<file path="src/rtl/ahbl_uart_rx_pkg.sv">
`default_nettype none
// ============================================================================
// Module   : ahbl_uart_rx_pkg
// Brief    : Register map, bit indices and FSM encoding for ahbl_uart_rx.
// Revision : 1.0
// ============================================================================
package ahbl_uart_rx_pkg;

  localparam logic [1:0] REG_RXDATA   = 2'd0;
  localparam logic [1:0] REG_STATUS   = 2'd1;
  localparam logic [1:0] REG_CTRL     = 2'd2;
  localparam logic [1:0] REG_PRESCALE = 2'd3;

  localparam int STAT_NOT_EMPTY = 0;
  localparam int STAT_FULL      = 1;
  localparam int STAT_OVERRUN   = 2;
  localparam int STAT_FRAME_ERR = 3;

  localparam int CTRL_EN     = 0;
  localparam int CTRL_IRQ_EN = 1;

  localparam int OVERSAMPLE = 16;

  typedef enum logic [1:0] {
    S_IDLE  = 2'd0,
    S_START = 2'd1,
    S_DATA  = 2'd2,
    S_STOP  = 2'd3
  } rx_state_e;

endpackage
`default_nettype wire

</file>
<file path="src/rtl/ahbl_uart_rx_if.sv">
`default_nettype none
// ============================================================================
// Module   : ahbl_uart_rx_if
// Brief    : AHB-Lite bus bundle between the splitter (master) and the UART RX slot.
// Revision : 1.0
// ============================================================================
interface ahbl_uart_rx_if;
  logic [31:0] HADDR;
  logic [1:0]  HTRANS;
  logic [2:0]  HSIZE;
  logic        HWRITE;
  logic        HREADY;
  logic        HSEL;
  logic [31:0] HWDATA;
  logic        HREADYOUT;
  logic [31:0] HRDATA;

  modport master (
    output HADDR, HTRANS, HSIZE, HWRITE, HREADY, HSEL, HWDATA,
    input  HREADYOUT, HRDATA
  );

  modport slave (
    input  HADDR, HTRANS, HSIZE, HWRITE, HREADY, HSEL, HWDATA,
    output HREADYOUT, HRDATA
  );
endinterface
`default_nettype wire

</file>
<file path="src/rtl/ahbl_uart_rx_fifo.sv">
`default_nettype none
// ============================================================================
// Module   : uart_rx_fifo
// Brief    : Synchronous byte FIFO, count register with wrap-around pointers.
// Revision : 1.0
// ============================================================================
module uart_rx_fifo #(
  parameter int DEPTH = 8,
  parameter int WIDTH = 8
) (
  input  wire logic             clk_i,
  input  wire logic             rst_i,
  input  wire logic             push_i,
  input  wire logic             pop_i,
  input  wire logic [WIDTH-1:0] din_i,
  output logic      [WIDTH-1:0] dout_o,
  output logic                  empty_o,
  output logic                  full_o
);
  localparam int AW = $clog2(DEPTH);

  logic [WIDTH-1:0] mem_q [DEPTH];
  logic [AW-1:0]    wr_ptr_q, rd_ptr_q;
  logic [AW:0]      count_q;
  logic             w_do_push, w_do_pop;

  assign empty_o   = (count_q == '0);
  assign full_o    = (count_q == (AW+1)'(DEPTH));
  assign dout_o    = mem_q[rd_ptr_q];
  assign w_do_pop  = pop_i & ~empty_o;
  // A full FIFO still accepts a push when a pop frees a slot in the same cycle.
  assign w_do_push = push_i & (~full_o | w_do_pop);

  always_ff @(posedge clk_i) begin
    if (w_do_push) mem_q[wr_ptr_q] <= din_i;
  end

  always_ff @(posedge clk_i or posedge rst_i) begin
    if (rst_i) begin
      wr_ptr_q <= '0;
      rd_ptr_q <= '0;
      count_q  <= '0;
    end else begin
      if (w_do_push) wr_ptr_q <= wr_ptr_q + 1'b1;
      if (w_do_pop)  rd_ptr_q <= rd_ptr_q + 1'b1;
      case ({w_do_push, w_do_pop})
        2'b10:   count_q <= count_q + 1'b1;
        2'b01:   count_q <= count_q - 1'b1;
        default: count_q <= count_q;
      endcase
    end
  end
endmodule
`default_nettype wire

</file>
<file path="src/rtl/ahbl_uart_rx.sv">
`default_nettype none
// ============================================================================
// Module   : ahbl_uart_rx
// Brief    : AHB-Lite UART receiver, 8N1, 16x oversampling, prescaler, RX FIFO.
// Revision : 1.0
// ============================================================================
module ahbl_uart_rx
  import ahbl_uart_rx_pkg::*;
#(
  parameter int FIFO_DEPTH = 8,
  parameter int PRESCALE_W = 16
) (
  input  wire logic    HCLK,
  input  wire logic    HRESET,
  ahbl_uart_rx_if.slave bus,
  input  wire logic    rx,
  output logic         IRQ
);
  localparam logic [3:0] TICK_MID  = 4'(OVERSAMPLE/2 - 1);
  localparam logic [3:0] TICK_LAST = 4'(OVERSAMPLE - 1);

  logic                  dphase_q, dwrite_q;
  logic [1:0]            daddr_q;
  logic [1:0]            ctrl_q;
  logic [PRESCALE_W-1:0] prescale_q, pcnt_q;
  logic                  rx_meta_q, rx_sync_q, rx_prev_q;
  rx_state_e             state_q;
  logic [3:0]            tcnt_q;
  logic [2:0]            bit_q;
  logic [7:0]            shift_q;
  logic                  push_q, ferr_set_q;
  logic                  overrun_q, frame_err_q, irq_q;

  logic       w_accept, w_wr, w_pop, w_tick, w_en;
  logic       fifo_empty, fifo_full;
  logic [7:0] fifo_dout;
  logic       unused_ok;

  assign w_accept = bus.HSEL & bus.HREADY & bus.HTRANS[1];
  assign w_wr     = dphase_q & dwrite_q;
  assign w_pop    = dphase_q & ~dwrite_q & (daddr_q == REG_RXDATA) & ~fifo_empty;
  assign w_en     = ctrl_q[CTRL_EN];
  assign w_tick   = w_en & (state_q != S_IDLE) & (pcnt_q == '0);

  assign bus.HREADYOUT = 1'b1;
  assign IRQ           = irq_q;
  assign unused_ok     = ^{bus.HSIZE, bus.HADDR[31:4], bus.HADDR[1:0], bus.HTRANS[0],
                           bus.HWDATA[31:PRESCALE_W]};

  always_comb begin
    bus.HRDATA = '0;
    if (dphase_q && !dwrite_q) begin
      case (daddr_q)
        REG_RXDATA:   bus.HRDATA = fifo_empty ? 32'd0 : {24'd0, fifo_dout};
        REG_STATUS:   bus.HRDATA = {28'd0, frame_err_q, overrun_q, fifo_full, ~fifo_empty};
        REG_CTRL:     bus.HRDATA = {30'd0, ctrl_q};
        default:      bus.HRDATA = 32'(prescale_q);
      endcase
    end
  end

  always_ff @(posedge HCLK or posedge HRESET) begin
    if (HRESET) begin
      dphase_q    <= 1'b0;
      dwrite_q    <= 1'b0;
      daddr_q     <= 2'd0;
      ctrl_q      <= 2'd0;
      prescale_q  <= '0;
      overrun_q   <= 1'b0;
      frame_err_q <= 1'b0;
      irq_q       <= 1'b0;
    end else begin
      dphase_q <= w_accept;
      if (w_accept) begin
        daddr_q  <= bus.HADDR[3:2];
        dwrite_q <= bus.HWRITE;
      end
      if (w_wr && daddr_q == REG_CTRL)     ctrl_q     <= bus.HWDATA[1:0];
      if (w_wr && daddr_q == REG_PRESCALE) prescale_q <= bus.HWDATA[PRESCALE_W-1:0];
      // New error events take precedence over a simultaneous clear.
      if (w_wr && daddr_q == REG_STATUS) begin
        overrun_q   <= 1'b0;
        frame_err_q <= 1'b0;
      end
      if (push_q && fifo_full && !w_pop) overrun_q   <= 1'b1;
      if (ferr_set_q)                    frame_err_q <= 1'b1;
      irq_q <= ctrl_q[CTRL_IRQ_EN] & (~fifo_empty | overrun_q | frame_err_q);
    end
  end

  always_ff @(posedge HCLK or posedge HRESET) begin
    if (HRESET) begin
      rx_meta_q <= 1'b1;
      rx_sync_q <= 1'b1;
      rx_prev_q <= 1'b1;
      pcnt_q    <= '0;
    end else begin
      rx_meta_q <= rx;
      rx_sync_q <= rx_meta_q;
      rx_prev_q <= rx_sync_q;
      if (!w_en || state_q == S_IDLE || w_tick) pcnt_q <= prescale_q;
      else                                      pcnt_q <= pcnt_q - 1'b1;
    end
  end

  always_ff @(posedge HCLK or posedge HRESET) begin
    if (HRESET) begin
      state_q    <= S_IDLE;
      tcnt_q     <= 4'd0;
      bit_q      <= 3'd0;
      shift_q    <= 8'd0;
      push_q     <= 1'b0;
      ferr_set_q <= 1'b0;
    end else begin
      push_q     <= 1'b0;
      ferr_set_q <= 1'b0;
      if (!w_en) begin
        state_q <= S_IDLE;
      end else begin
        case (state_q)
          S_IDLE: begin
            if (rx_prev_q && !rx_sync_q) begin
              state_q <= S_START;
              tcnt_q  <= 4'd0;
            end
          end
          S_START: begin
            if (w_tick) begin
              if (tcnt_q == TICK_MID) begin
                tcnt_q  <= 4'd0;
                bit_q   <= 3'd0;
                state_q <= rx_sync_q ? S_IDLE : S_DATA;
              end else begin
                tcnt_q <= tcnt_q + 1'b1;
              end
            end
          end
          S_DATA: begin
            if (w_tick) begin
              if (tcnt_q == TICK_LAST) begin
                tcnt_q  <= 4'd0;
                shift_q <= {rx_sync_q, shift_q[7:1]};
                bit_q   <= bit_q + 1'b1;
                if (bit_q == 3'd7) state_q <= S_STOP;
              end else begin
                tcnt_q <= tcnt_q + 1'b1;
              end
            end
          end
          default: begin
            if (w_tick) begin
              if (tcnt_q == TICK_LAST) begin
                tcnt_q     <= 4'd0;
                state_q    <= S_IDLE;
                push_q     <= rx_sync_q;
                ferr_set_q <= ~rx_sync_q;
              end else begin
                tcnt_q <= tcnt_q + 1'b1;
              end
            end
          end
        endcase
      end
    end
  end

  uart_rx_fifo #(
    .DEPTH (FIFO_DEPTH),
    .WIDTH (8)
  ) u_fifo (
    .clk_i   (HCLK),
    .rst_i   (HRESET),
    .push_i  (push_q),
    .pop_i   (w_pop),
    .din_i   (shift_q),
    .dout_o  (fifo_dout),
    .empty_o (fifo_empty),
    .full_o  (fifo_full)
  );
endmodule
`default_nettype wire

</file>
<file path="src/flat_wrapper.sv">
// flat-port wrapper written by rule: the top's interface ports become plain ports
module ahbl_uart_rx_flat import ahbl_uart_rx_pkg::*;
#(
  parameter int FIFO_DEPTH = 8,
  parameter int PRESCALE_W = 16
)
  (HCLK, HRESET, rx, IRQ, bus_HADDR, bus_HTRANS, bus_HSIZE, bus_HWRITE, bus_HREADY, bus_HSEL, bus_HWDATA, bus_HREADYOUT, bus_HRDATA);
  ahbl_uart_rx_if bus_i ();
  input  wire logic HCLK;
  input  wire logic HRESET;
  input  wire logic rx;
  output logic IRQ;
  input wire logic [$bits(bus_i.HADDR)-1:0] bus_HADDR;
  input wire logic [$bits(bus_i.HTRANS)-1:0] bus_HTRANS;
  input wire logic [$bits(bus_i.HSIZE)-1:0] bus_HSIZE;
  input wire logic [$bits(bus_i.HWRITE)-1:0] bus_HWRITE;
  input wire logic [$bits(bus_i.HREADY)-1:0] bus_HREADY;
  input wire logic [$bits(bus_i.HSEL)-1:0] bus_HSEL;
  input wire logic [$bits(bus_i.HWDATA)-1:0] bus_HWDATA;
  output wire logic [$bits(bus_i.HREADYOUT)-1:0] bus_HREADYOUT;
  output wire logic [$bits(bus_i.HRDATA)-1:0] bus_HRDATA;
  assign bus_i.HADDR = bus_HADDR;
  assign bus_i.HTRANS = bus_HTRANS;
  assign bus_i.HSIZE = bus_HSIZE;
  assign bus_i.HWRITE = bus_HWRITE;
  assign bus_i.HREADY = bus_HREADY;
  assign bus_i.HSEL = bus_HSEL;
  assign bus_i.HWDATA = bus_HWDATA;
  assign bus_HREADYOUT = bus_i.HREADYOUT;
  assign bus_HRDATA = bus_i.HRDATA;
  ahbl_uart_rx #(.FIFO_DEPTH(FIFO_DEPTH), .PRESCALE_W(PRESCALE_W)) u_core (.HCLK(HCLK), .HRESET(HRESET), .bus(bus_i), .rx(rx), .IRQ(IRQ));
endmodule
</file>
<file path="config.mk">
export PLATFORM = sky130hd
export DESIGN_NAME = ahbl_uart_rx_flat
export DESIGN_NICKNAME = d
export VERILOG_FILES = /design/src/rtl/ahbl_uart_rx_pkg.sv /design/src/rtl/ahbl_uart_rx_if.sv /design/src/rtl/ahbl_uart_rx_fifo.sv /design/src/rtl/ahbl_uart_rx.sv /design/src/flat_wrapper.sv
export SDC_FILE = /design/constraint.sdc
export NUM_CORES = 1
export LEC_CHECK = 0
export CAP_MARGIN = 40
export CORE_MARGIN = 10
export CORE_UTILIZATION = 45
export CTS_CLUSTER_DIAMETER = 120
export DETAILED_ROUTE_END_ITERATION = 10
export PLACE_DENSITY = 0.7
export SLEW_MARGIN = 0
export SYNTH_ARGS = -nofsm -noshare
export SYNTH_HDL_FRONTEND = slang
export SYNTH_SLANG_ARGS = --single-unit
</file>
<file path="constraint.sdc">
create_clock -name HCLK -period 2.9 [get_ports HCLK]
set_input_delay 0.29 -clock HCLK [delete_from_list [all_inputs] [get_ports HCLK]]
set_output_delay 0.29 -clock HCLK [all_outputs]
set_load 0.02 [all_outputs]
</file>
## Yosys cells after proc, flatten, opt, wreduce, memory -nomap -nowiden

Memory sizes are Yosys's and may differ from the RTL's.
Index checks and enable logic that the tools add are counted.

- Add/subtract/negate cells: 7
- Equal/unequal tests: 24
- Muxes and demuxes: 40
- Bitwise operators: 18
- Reductions and logical operators: 28

Operators by type and width:

| operator | number |
|---|---|
| $pmux 32 s3 | 1 |
| $mux 32 | 1 |
| $ne 3x3->1 const B | 7 |
| $mux 2 | 10 |
| $mux 4 | 5 |
| $logic_not 16->1 | 1 |
| $mux 16 | 1 |
| $pmux 4 s2 | 2 |
| $sub 16x1->16 const B | 1 |
| $mux 1 | 13 |
| $mux 3 | 4 |
| $reduce_bool 2->1 | 6 |
| $and 1x1->1 | 11 |
| $add 3x1->3 const B | 3 |
| $add 4x1->4 const B | 2 |
| $eq 2x2->1 const B | 4 |
| $eq 4x4->1 const B | 2 |
| $mux 8 | 1 |
| $ne 2x1->1 const B | 4 |
| $reduce_and 4->1 | 2 |
| $reduce_and 8->1 | 1 |
| $logic_and 1x1->1 | 7 |
| $eq 2x1->1 const B | 3 |
| $pmux 2 s3 | 1 |
| other kinds (14) | 24 |

- Register bits after elaboration: 73
- Bits in writable memories: 64
- Logic and storage cells: 139
- Memories kept: 1

Memory list:

| memory | depth | width | rd ports | clocked after Yosys merged registers in | wr ports | RTL line | RTL |
|---|---|---|---|---|---|---|---|
| u_core.u_fifo.mem_q | 8 | 8 | 1 | 0 | 1 | ahbl_uart_rx_fifo.sv:22 | `logic [WIDTH-1:0] mem_q [DEPTH];` |

## Logic depth before layout (Yosys ltp)

- Depth in word-level cells: 9
- Gate-level depth with buffers: 12

## Hierarchy

From an unflattened synthesis, not the netlist that was laid out.

- Cells, all modules: 452
- Area, all modules: 6,491.2 um^2

Modules (own cells, without submodules):

| module | times used | cells an instance | area each (um^2) |
|---|---|---|---|
| ahbl_uart_rx | 1 | 287 | 3,355.7 |
| uart_rx_fifo | 1 | 165 | 3,135.5 |

## Worst setup path after synthesis

No wires, ideal clock.

- Kind: register -> register
- From: reg u_core.daddr_q[0]
- To: mem u_core.u_fifo.mem_q[0][0], enable pin
- Data arrival time: 2.173 ns
- Data required time: 2.505 ns
- Setup slack: 0.333 ns
- Stages on the path, launching flop included: 6
- Path buffers: 1
- Period minus slack after synthesis: 2.567 ns
- Cell sequence: dfrtp_1 -> clkbuf_1 -> o311ai_0 -> and2_1 -> clkinv_1 -> nor4_1

- Cells in the longest elaborated chain, start to end: 8

RTL lines:

| what | RTL line | RTL |
|---|---|---|
| start: declaration | ahbl_uart_rx.sv:23 | `logic [1:0] daddr_q;` |
| start signal: assignment | ahbl_uart_rx.sv:75 | `daddr_q <= bus.HADDR[3:2];` |
| $logic_not 2->1 | ahbl_uart_rx.sv:41 | `assign w_pop = dphase_q & ~dwrite_q & (daddr_q == REG_RXDATA) & ~fifo_empty;` |
| $and 1x1->1 (2 in a row) | ahbl_uart_rx.sv:41 |  |
| $and 1x1->1 | ahbl_uart_rx_fifo.sv:30 | `assign w_do_pop = pop_i & ~empty_o;` |
| $or 1x1->1 | ahbl_uart_rx_fifo.sv:32 | `assign w_do_push = push_i & (~full_o \| w_do_pop);` |
| $and 1x1->1 | ahbl_uart_rx_fifo.sv:32 |  |
| $mux 1 | ahbl_uart_rx_fifo.sv:35 | `if (w_do_push) mem_q[wr_ptr_q] <= din_i;` |
| $mux 1 (not written as such) | ahbl_uart_rx_fifo.sv:35 |  |
| end: declaration | ahbl_uart_rx_fifo.sv:22 |  |

Every way passes these cells.

## Worst setup path after layout

- From: reg u_core.u_fifo.rd_ptr_q[0]
- To: out bus_HRDATA[1]

- Cells in the longest elaborated chain, start to end: 4

RTL lines:

| what | RTL line | RTL |
|---|---|---|
| start: declaration | ahbl_uart_rx_fifo.sv:23 | `logic [AW-1:0] wr_ptr_q, rd_ptr_q;` |
| start signal: assignment | ahbl_uart_rx_fifo.sv:45 | `if (w_do_pop) rd_ptr_q <= rd_ptr_q + 1'b1;` |
| $mem_v2 8x8 | n/a |  |
| $mux 8 | ahbl_uart_rx.sv:54 | `REG_RXDATA: bus.HRDATA = fifo_empty ? 32'd0 : {24'd0, fifo_dout};` |
| $pmux 32 s3 | ahbl_uart_rx.sv:53 | `case (daddr_q)` |
| $mux 32 | ahbl_uart_rx.sv:52 | `if (dphase_q && !dwrite_q) begin` |
| end: declaration | flat_wrapper.sv:21 | `output wire logic [$bits(bus_i.HRDATA)-1:0] bus_HRDATA;` |

Every way passes these cells.

==> impl_metrics.toml <==
[floorplanning]
io_pins = 109
dieArea_mm2 = 0.0191
core-area_mm2 = 0.0138
num_rows = 43
start_util = 0.456
die_w_um = 138
die_h_um = 138

[timing]
final_hold_viol_count = 0
setup_viol = 0
slew_viol_final = 0
max_slew_margin = 0.669
max_clock_freq_mhz = 356
grt_setup_unrepaired = "no"
tns_ps = 0
period_minus_slack_ps = 2810
skew_ps = 10.4
worst_slew_pin_slew_ps = 493
fin_crit_sh = 0.969

[clock_tree]
cts_buffers = 17
cts_tree = "yes"
cts-root-buf = "clkbuf_16"
cts_htree_levels = 4
cts.sinks = 137
clkTransAtPathRegs_ps = 60
clkLatencyLatePin_ps = 420
post_cts_buffers = 0
hold_buffers = 0
cts_buffer_depth = 2

[run]
cap_violations = 0

[logic_synthesis]
avgSynthCellArea_um2 = 13.3
synth-main-ff-cell = "dfrtp_1"
seq_area_frac_synth = 0.598
syn_area_mm2 = 0.00628
synth_seq_cells = 137
synth_edf_count = 64
yosysWarnings = 0
ys_types = 55
postSynth.asyncResetShare = 0.533
synthCells = 471

[cells_and_area]
drive_above_1_share = 0.208
nNetsFinal = 623
stdcell_area_mm2 = 0.00757
diodes = 0
area_growth_pct = 20.7
fin_util = 0.550
layout_commonest_cell = "dfrtp_1"
final_cell_mix = "dfrtp_1, edfxtp_1, nand2_1, clkdlybuf4s50_1, mux2_2"

[setup_path]
critical_path_class = "flip-flop to output pin"
critPathRequiredTime_ps = 2610
critPathCaptureType = "output pin"
worst_setup_path_start_kind = "flip-flop"
cp_max_fo = 18
cp_data_arrival_time_ps = 2520

[power]
power_switching_share = 0.274
clkPwrFrac = 0.401
power_density_mw_per_mm2 = 721
internal_power_mw = 3.97
peakVddDrop_v = 0.000519
seqPwrFrac = 0.464
power_switching_mw = 1.50
comb_power_share = 0.135
leakage_nw = 2.97

[routing]
drtPass1Iterations = 4
drtIter0Drc = 282
drc = 0
vias = 3820
wl_per_cell_um = 17.9
wl_um = 13000
antenna_left = 0
post_drt_via_cell_ratio = 5.25

[grt]
antenna_found_initial = 0
grt_start_max_net_pins = 74
grt_use_total = 0.141
grt-ovfl-total = 0
grt_pass1_wl_um = 21700
first_global_vias = 4109

[placed_design]
placed_area_mm2 = 0.00696
dp_hpwl_um = 8950
gp_congestion = 0.811
io_buffer_count = 41

[run_status]
status = "finished clean"

[worst_hold_path]
worstHoldPathType = "input port to flip-flop"
==> logic make-up (layout without fill, tap and decap cells) <==
group,after synthesis,after routing,synth area share
AO/OA/AOI/OAI,55,55,0.0526
XOR/XNOR,22,22,0.0307
adder cells (fa/ha/maj),14,14,0.0279
buffers and inverters,45,106,0.0377
flip-flops,137,137,0.598
multiplexers,62,62,0.138
other,2,17,0.00120
AND/OR/NAND/NOR,134,134,0.115
==> per-layer routing <==
layer	vias to the layer above	routed length [um]	global-route usage
met5	-	0	0
met4	0	229	0.0483
met3	16	630	0.0500
met2	81	6770	0.244
met1	1927	5360	0.159
li1	1796	-	-
==> power groups by stage <==
stage	Combinational, mW	Clock (mW)	Sequential [mW]
floorplan	0.604	0	2.47
global placement	0.712	0	2.56
detailed placement	0.736	0	2.57
CTS	0.744	2.23	2.54
global route	0.848	2.32	2.59
finish	0.736	2.19	2.54
==> cell type report <==
class,instances,area (um2)
Multi-Input combinational cell,304,2350
Inverter,13,48.8
Clock inverter,14,170
Fill cell,1130,6200
Timing Repair Buffer,61,601
Sequential cell,137,3750
Tap cell,180,225
Clock buffer,18,429
==> per-stage QoR <==
stage | hold slack, ps | worst slack [ps] | total power, mW | std cells
global route | 270 | 0.296 | 5.75 | 727
CTS | 267 | 19.5 | 5.51 | 727
detailed placement | 348 | 277 | 3.31 | 695
finish | 276 | 88.9 | 5.47 | 727
global placement | 346 | 326 | 3.27 | 695
floorplan | 294 | 333 | 3.08 | 486
==> worst max-delay path, stage by stage (launching register included) <==
cell             delay, ps
dfrtp_1                390
buf_12                 180
mux4_2                 350
mux2i_1                100
o22a_1                 220
nor3_1                 220
clkdlybuf4s50_1        650
==> worst paths after layout <==
check	cells after the start	slack, ps	startpoint	end
setup / recovery	6	90	u_core.u_fifo.rd_ptr_q[0]	bus_HRDATA[1]
hold / removal	1	280	rx	u_core.rx_meta_q
setup reg to reg	11	370	u_core.dwrite_q	u_core.u_fifo.count_q[2]
hold reg to reg	0	360	u_core.rx_meta_q	u_core.rx_sync_q
max in group asynchronous	3	2290	HRESET	u_core.pcnt_q[2]
min in group asynchronous	3	290	HRESET	u_core.prescale_q[4]
==> state kept, by name, indices dropped and copies added (netlist names), 2 cells and up <==
name / cells
u_core.u_fifo.rd_ptr_q: 3
u_core.daddr_q: 2
u_core.bit_q: 3
u_core.tcnt_q: 4
u_core.pcnt_q: 16
u_core.ctrl_q: 2
u_core.u_fifo.wr_ptr_q: 3
u_core.prescale_q: 16
u_core.shift_q: 8
u_core.state_q: 2
u_core.u_fifo.mem_q: 64
u_core.u_fifo.count_q: 4
==> synth_stat cells, drive strengths merged, types with 2 or more instances <==
library cell,number,area share
dfrtp,70,0.28
edfxtp,64,0.31
nand2,39,0.025
mux2,34,0.061
nor2,32,0.020
buf,21,0.023
o21ai,21,0.017
a21oi,17,0.014
mux4,16,0.057
ha,14,0.028
inv,12,0.0072
mux2i,12,0.019
nor3,12,0.011
clkbuf,11,0.0066
xnor2,11,0.015
xor2,11,0.015
and2,10,0.010
nand3,6,0.0048
nand2b,5,0.0050
nand4,5,0.0060
nor2b,5,0.0050
nor4,5,0.0098
nand3b,4,0.0048
a21o,3,0.0036
dfstp,3,0.013
a22o,2,0.0028
and3,2,0.0024
and4,2,0.0028
conb,2,0.0012
nand4b,2,0.0028
or3,2,0.0020
==> timing repair <==
action / CTS / global route
gates resized for setup: 0 / 8
endpoints found under the hold margin: 0 / 0
setup endpoints to repair: 0 / 7
Power figures use the tool's default switching activity.
